===== src/rtl/dataram_pkg.sv =====
// Shared definitions for the internal data RAM controller: access mode
// encodings, controller state enum, default bit-region geometry and the
// even-parity helper used when DATARAM_PARITY_EN is defined.
package dataram_pkg;

  localparam logic [1:0] MODE_DIRECT   = 2'b00;
  localparam logic [1:0] MODE_BIT      = 2'b01;
  localparam logic [1:0] MODE_RN       = 2'b10;
  localparam logic [1:0] MODE_INDIRECT = 2'b11;

  localparam logic [7:0] BIT_BASE_DEF  = 8'h20;
  localparam int         BIT_BYTES_DEF = 16;

  typedef enum logic [2:0] {
    S_IDLE,
    S_RD,
    S_MOD,
    S_WR,
    S_RESP
  } state_t;

  // Even parity: the returned bit makes the 9-bit word have an even number of ones.
  function automatic logic parity8(input logic [7:0] d);
    return ^d;
  endfunction

endpackage


===== src/rtl/dataram_array.sv =====
// Single-port synchronous byte array: one write enable, registered read,
// no reset on contents or read register.
module dataram_array #(
  parameter int DEPTH = 256,
  parameter int WIDTH = 8,
  parameter int AW    = $clog2(DEPTH)
) (
  input  logic             clk,
  input  logic             i_we,
  input  logic             i_re,
  input  logic [AW-1:0]    i_addr,
  input  logic [WIDTH-1:0] i_wdata,
  output logic [WIDTH-1:0] o_rdata
);

  logic [WIDTH-1:0] r_mem [DEPTH];
  logic [WIDTH-1:0] r_rdata;

  // Write port and registered read port share the one address.
  always_ff @(posedge clk) begin
    if (i_we) r_mem[i_addr] <= i_wdata;
    if (i_re) r_rdata <= r_mem[i_addr];
  end

  assign o_rdata = r_rdata;

endmodule


===== src/rtl/dataram_ctrl.sv =====
// Internal data RAM controller: direct / bit / Rn / indirect access to a
// single-port byte array behind a req/ack handshake. Bit writes are done as
// read-modify-write. Optional feature macro: DATARAM_PARITY_EN (9-bit array
// with even parity, parity errors reported on err).
module dataram_ctrl
  import dataram_pkg::*;
#(
  parameter int         DEPTH     = 256,
  parameter logic [7:0] BIT_BASE  = BIT_BASE_DEF,
  parameter int         BIT_BYTES = BIT_BYTES_DEF
) (
  input  logic       clk,
  input  logic       rst,
  input  logic       req,
  input  logic [1:0] mode,
  input  logic       we,
  input  logic [7:0] addr,
  input  logic [1:0] bank,
  input  logic [7:0] din,
  input  logic       bin,
  output logic       ack,
  output logic       busy,
  output logic [7:0] dout,
  output logic       bout,
  output logic       err
);

  localparam int AW = $clog2(DEPTH);
`ifdef DATARAM_PARITY_EN
  localparam int W = 9;
`else
  localparam int W = 8;
`endif

  state_t     r_state, w_next;

  // Request latched at acceptance
  logic [1:0] r_mode;
  logic       r_we;
  logic [7:0] r_ea;
  logic [2:0] r_bidx;
  logic [7:0] r_din;
  logic       r_bin;
  logic       r_ill;
  logic       r_bytewr;

  // Response holding registers
  logic [7:0] r_dout;
  logic       r_bout;
  logic       r_err;

  logic [7:0]   w_ea;
  logic         w_ill;
  logic         w_bytewr;
  logic [W-1:0] w_rdata;
  logic [W-1:0] w_wdata;
  logic [7:0]   w_wbyte;
  logic [7:0]   w_mod;
  logic         w_perr;
  logic         w_arr_we;
  logic         w_arr_re;
  logic         w_bitwr;
  logic [7:0]   w_dout_rsp;
  logic         w_bout_rsp;
  logic         w_err_rsp;
  logic         w_unused_ea;

  // Effective address and legality decode of the incoming request
  always_comb begin
    w_ea  = addr;
    w_ill = 1'b0;
    unique case (mode)
      MODE_DIRECT: w_ill = addr[7];
      MODE_BIT: begin
        w_ea  = BIT_BASE + {4'b0000, addr[6:3]};
        w_ill = ({1'b0, addr} >= 9'(8 * BIT_BYTES));
      end
      MODE_RN:     w_ea = {3'b000, bank, addr[2:0]};
      default:     w_ill = ({1'b0, addr} >= 9'(DEPTH));
    endcase
  end

  assign w_bytewr = we && (mode != MODE_BIT);

  // State register
  always_ff @(posedge clk or posedge rst) begin
    if (rst) r_state <= S_IDLE;
    else     r_state <= w_next;
  end

  // Next-state logic; errored requests go straight to the response
  always_comb begin
    w_next = r_state;
    unique case (r_state)
      S_IDLE: if (req) w_next = w_ill ? S_RESP : (w_bytewr ? S_WR : S_RD);
      S_RD:   w_next = w_bitwr ? S_MOD : S_RESP;
      S_MOD:  w_next = S_RESP;
      S_WR:   w_next = S_RESP;
      default: w_next = S_IDLE;
    endcase
  end

  // Capture the request when it is accepted
  always_ff @(posedge clk or posedge rst) begin
    if (rst) begin
      r_mode   <= MODE_DIRECT;
      r_we     <= 1'b0;
      r_ea     <= 8'h00;
      r_bidx   <= 3'd0;
      r_din    <= 8'h00;
      r_bin    <= 1'b0;
      r_ill    <= 1'b0;
      r_bytewr <= 1'b0;
    end else if (r_state == S_IDLE && req) begin
      r_mode   <= mode;
      r_we     <= we;
      r_ea     <= w_ea;
      r_bidx   <= addr[2:0];
      r_din    <= din;
      r_bin    <= bin;
      r_ill    <= w_ill;
      r_bytewr <= w_bytewr;
    end
  end

  // Legal accesses never reach beyond DEPTH, so ea[7] is dead when DEPTH=128.
  assign w_unused_ea = r_ea[7];
  assign w_bitwr     = (r_mode == MODE_BIT) && r_we;

  // Read byte with the addressed bit replaced by the write bit
  always_comb begin
    w_mod         = w_rdata[7:0];
    w_mod[r_bidx] = r_bin;
  end

`ifdef DATARAM_PARITY_EN
  assign w_perr  = (w_rdata[8] != parity8(w_rdata[7:0]));
  assign w_wdata = {parity8(w_wbyte), w_wbyte};
`else
  assign w_perr  = 1'b0;
  assign w_wdata = w_wbyte;
`endif

  // A corrupted byte is never written back by a bit write.
  assign w_wbyte  = (r_state == S_WR) ? r_din : w_mod;
  assign w_arr_we = (r_state == S_WR) || ((r_state == S_MOD) && !w_perr);
  assign w_arr_re = (r_state == S_RD);

  dataram_array #(
    .DEPTH(DEPTH),
    .WIDTH(W),
    .AW   (AW)
  ) u_array (
    .clk    (clk),
    .i_we   (w_arr_we),
    .i_re   (w_arr_re),
    .i_addr (r_ea[AW-1:0]),
    .i_wdata(w_wdata),
    .o_rdata(w_rdata)
  );

  // Response values presented during RESP; errors keep the previous data
  always_comb begin
    w_dout_rsp = r_dout;
    w_bout_rsp = r_bout;
    w_err_rsp  = r_ill || (!r_bytewr && w_perr);
    if (!r_ill) begin
      if (r_bytewr) begin
        w_dout_rsp = r_din;
      end else if (w_bitwr && !w_perr) begin
        w_dout_rsp = w_mod;
        w_bout_rsp = r_bin;
      end else begin
        w_dout_rsp = w_rdata[7:0];
        if (r_mode == MODE_BIT) w_bout_rsp = w_rdata[r_bidx];
      end
    end
  end

  // Hold the last response between accesses
  always_ff @(posedge clk or posedge rst) begin
    if (rst) begin
      r_dout <= 8'h00;
      r_bout <= 1'b0;
      r_err  <= 1'b0;
    end else if (r_state == S_RESP) begin
      r_dout <= w_dout_rsp;
      r_bout <= w_bout_rsp;
      r_err  <= w_err_rsp;
    end
  end

  assign ack  = (r_state == S_RESP);
  assign busy = (r_state != S_IDLE);
  assign dout = ack ? w_dout_rsp : r_dout;
  assign bout = ack ? w_bout_rsp : r_bout;
  assign err  = ack ? w_err_rsp  : r_err;

endmodule


===== config.mk =====
export PLATFORM = sky130hd
export DESIGN_NAME = dataram_ctrl
export DESIGN_NICKNAME = d
export VERILOG_FILES = /design/src/rtl/dataram_pkg.sv /design/src/rtl/dataram_array.sv /design/src/rtl/dataram_ctrl.sv
export SDC_FILE = /design/constraint.sdc
export NUM_CORES = 2
export LEC_CHECK = 0
export CAP_MARGIN = 15
export CORE_ASPECT_RATIO = 0.6
export CORE_MARGIN = 5
export CORE_UTILIZATION = 55
export DETAILED_ROUTE_END_ITERATION = 10
export PLACE_DENSITY = 0.74
export SLEW_MARGIN = 20
export SYNTH_ARGS = -nofsm -noshare
export SYNTH_HDL_FRONTEND = slang
export SYNTH_SLANG_ARGS = --single-unit

===== constraint.sdc =====
create_clock -name clk -period 19.1 [get_ports clk]
set_clock_uncertainty 0.1 [all_clocks]
set_input_delay 3.82 -clock clk [delete_from_list [all_inputs] [get_ports clk]]
set_output_delay 3.82 -clock clk [all_outputs]
set_load 0.02 [all_outputs]

==> impl_metrics.json <==
{
  "synthTopCellsByArea": "edfxtp_1 77%, mux4_2 14%, a22oi_1 2.4%",
  "cp-start-kind": "register",
  "regArea_um2": 62700,
  "wl_per_cell_um": 32.37,
  "syn_area_um2": 80470,
  "clkPwrFrac_pct": 25.7,
  "slowest_stage": "nor2b_2",
  "grt_pass1_vias": 38460,
  "crit_type": "register to output pin",
  "clockBufferDepth": 3,
  "synth_edf_count": 2056,
  "p_comb_share_pct": 29.3,
  "port-buffer-count": 36,
  "cts.htree.levels": 4,
  "drt_pass1_iterations": 6,
  "r2r_setup_slack_ns": 13.40,
  "cts_buffers": 172,
  "postCtsSetupBuffers": 0,
  "critPathCaptureType": "output pin",
  "seqPwrFrac_pct": 45.0,
  "syn_avg_cell_area_um2": 21.35,
  "cts_tree": "done",
  "dp_cells": 5548,
  "grt_max_degree": 206,
  "p_sw_mw": 4.339,
  "syn_inst": 3769,
  "drive_gt1_share_pct": 21.91,
  "worst_pin_slew_ns": 1.271,
  "worst_slack_ns": 11.60,
  "detail_route.drc_violations": 0,
  "final_util_pct": 60.95,
  "ant_nets": 0,
  "drv_slew": 0,
  "min_period_ns": 7.504,
  "instances_no_fill": 5861,
  "reg2reg_to": "u_array.o_rdata[2]$_DFFE_PN_",
  "cts_sinks": 2094,
  "rows": 108,
  "min_from": "r_dout[7]$_DFF_PP0_",
  "rsz0062_at_grt": "false",
  "fin_nets": 3826,
  "yosysMostFrequentCell": "edfxtp_1",
  "crit_chain": "nor3b_1 > nor2b_2 > nor4bb_1 > mux2_2 > clkdlybuf4s50_1",
  "rr_worst_depth": 7,
  "crit_path_max_fanout": 16,
  "ys_warn_count": 0,
  "die_area_um2": 154300,
  "synth_ff_type": "edfxtp_1",
  "slew_headroom_pct": 14.98,
  "p_leak_nw": 26.53,
  "grt.overflow.total": 0,
  "core-area_um2": 145000,
  "finalHoldViolCount": 0,
  "cp-startpoint": "r_state[0]$_DFFE_PP0P_",
  "async_flop_share_pct": 1.815,
  "n_fill_cell": 9620,
  "start_util_pct": 55.50,
  "grt_pass1_wl_um": 274700,
  "die_x_um": 503.8,
  "cap_violations": 0,
  "internal-power_mw": 9.060,
  "gp_congestion": 0.8326,
  "hold_ws_ns": 0.4057,
  "via_per_inst": 6.766,
  "fmax_ghz": 0.1333,
  "min_period_over_period_pct": 39.29,
  "finalSetupViolations": 0,
  "hold_path.class": "register to register",
  "netlist.area_leader.share_pct": 76.72,
  "ctsHoldBuffers": 0,
  "cts_resized": 0,
  "cp.required_ns": 15.18,
  "ys_top_cells_by_count": "2056 x edfxtp_1, 513 x mux4_2, 286 x nor2_1",
  "io_pins": 37,
  "irDropWorstVdd_mv": 0.2415,
  "worst_setup_path_endpoint": "bout",
  "synthDistinctLibCells": 36,
  "yosys.area.top_type": "edfxtp_1",
  "finalPower_mw": 13.40,
  "antenna_found_initial": 3,
  "cp.arrival_ns": 3.58,
  "max_stage_delay_ns": 0.65,
  "clk_pin_slew_worst_paths_ns": 0.07,
  "dieHeight_um": 306.3,
  "switching_share_pct": 32.38,
  "wl_um": 189700,
  "place_hpwl_um": 106800,
  "multi_input_area_um2": 16930,
  "run_status": "completed",
  "root_buffer": "clkbuf_16",
  "synth.net_count": 3797,
  "place_ws_ns": 12.19,
  "vias": 39650,
  "power_density_nw_per_um2": 151.6,
  "postLayoutCellArea_um2": 88370,
  "dpl_cell_area_um2": 82980,
  "drtIter0Drc": 6131,
  "grt.total_usage_pct": 24.52,
  "rr_startpoint": "r_ea[0]$_DFFE_PP0P_",
  "clkLatencyLatePin_ns": 0.80,
  "fin_tns_setup_ns": 0,
  "ys_seq_elements": 2094,
  "syn_to_final_growth_pct": 9.811,
  "ys_seq_area_share_pct": 77.90
}
## worst max-delay path: cells and delay by family, from the launching register on
kind                   cells  cell delay, ns
buffers and inverters      1            0.54
multiplexers               1            0.38
AND/OR/NAND/NOR            3            1.42
flip-flops                 1            0.46
## worst min path at each step
stage	endpoint	slack [ns]	cells past startpoint
floorplan	r_ill$_DFFE_PP0P_	0.37	2
global route	r_dout[7]$_DFF_PP0_	0.42	1
global placement	r_dout[7]$_DFF_PP0_	0.38	1
CTS	r_dout[7]$_DFF_PP0_	0.41	1
detailed placement	r_dout[7]$_DFF_PP0_	0.39	1
finish	r_dout[7]$_DFF_PP0_	0.41	1
## cells in the final DEF (no fill, tap or decap), drive strengths merged, types with 7 or more instances in the layout
cell type,synthesis,final
clkbuf,161,219
a211oi,7,7
clkdlybuf4s50,0,36
o41ai,32,32
nand4,9,9
clkinv,0,69
nor2b,9,9
buf,83,63
nor3b,7,7
a21oi,152,152
edfxtp,2056,2056
mux4,513,513
a22oi,258,258
o21ai,13,13
bufinv,0,9
inv,6,13
dfrtp,38,38
mux2i,12,12
nor2,286,286
nand2,88,88
## cell families after synthesis
| kind of cell | count (synthesis) | synth area share (%) |
|---|---|---|
| compound gates | 469 | 3.918 |
| fa+ha+maj | 3 | 0.04665 |
| buf+inv | 250 | 1.426 |
| flops | 2094 | 77.90 |
| mux | 528 | 14.55 |
| simple gates | 425 | 2.161 |
## power groups by stage
| stage | combinational, mW | clock, mW | sequential, mW |
|---|---|---|---|
| 2_1_floorplan | 2.53 | 0 | 6.37 |
| 3_3_place_gp | 3.80 | 0 | 6.12 |
| 3_5_place_dp | 3.90 | 0 | 6.12 |
| 4_1_cts | 3.90 | 3.46 | 6.02 |
| 5_1_grt | 4.15 | 3.68 | 6.03 |
| 6_report | 3.93 | 3.44 | 6.02 |
## routing by layer
layer	vias to the layer above	part of all wire, %	GRT usage, %	routed length (um)
met5	-	0.0069	0	13
met3	280	14	8.061	27070
met1	20780	40	38.17	76100
li1	15840	-	-	-
met2	2755	43	34.02	82410
met4	2	2.2	6.046	4111
## final cells by class
type	instances	area share (%)
Antenna cell	2	0.005663
Clock inverter	91	0.8962
Sequential cell	2094	70.95
Clock buffer	219	5.142
Multi-Input combinational cell	1425	19.15
Tap cell	1925	2.726
Inverter	6	0.02549
Timing Repair Buffer	99	1.103
## flip-flops by register name (all words and copies together), names as in the netlist
signal / cells
r_bidx: 3
r_bin: 1
r_bout: 1
r_bytewr: 1
r_din: 8
r_dout: 8
r_ea: 8
r_err: 1
r_ill: 1
r_mode: 2
r_state: 3
r_we: 1
u_array.o_rdata: 8
u_array.r_mem: 2048
Note: power is estimated with default switching activity, not from simulation.
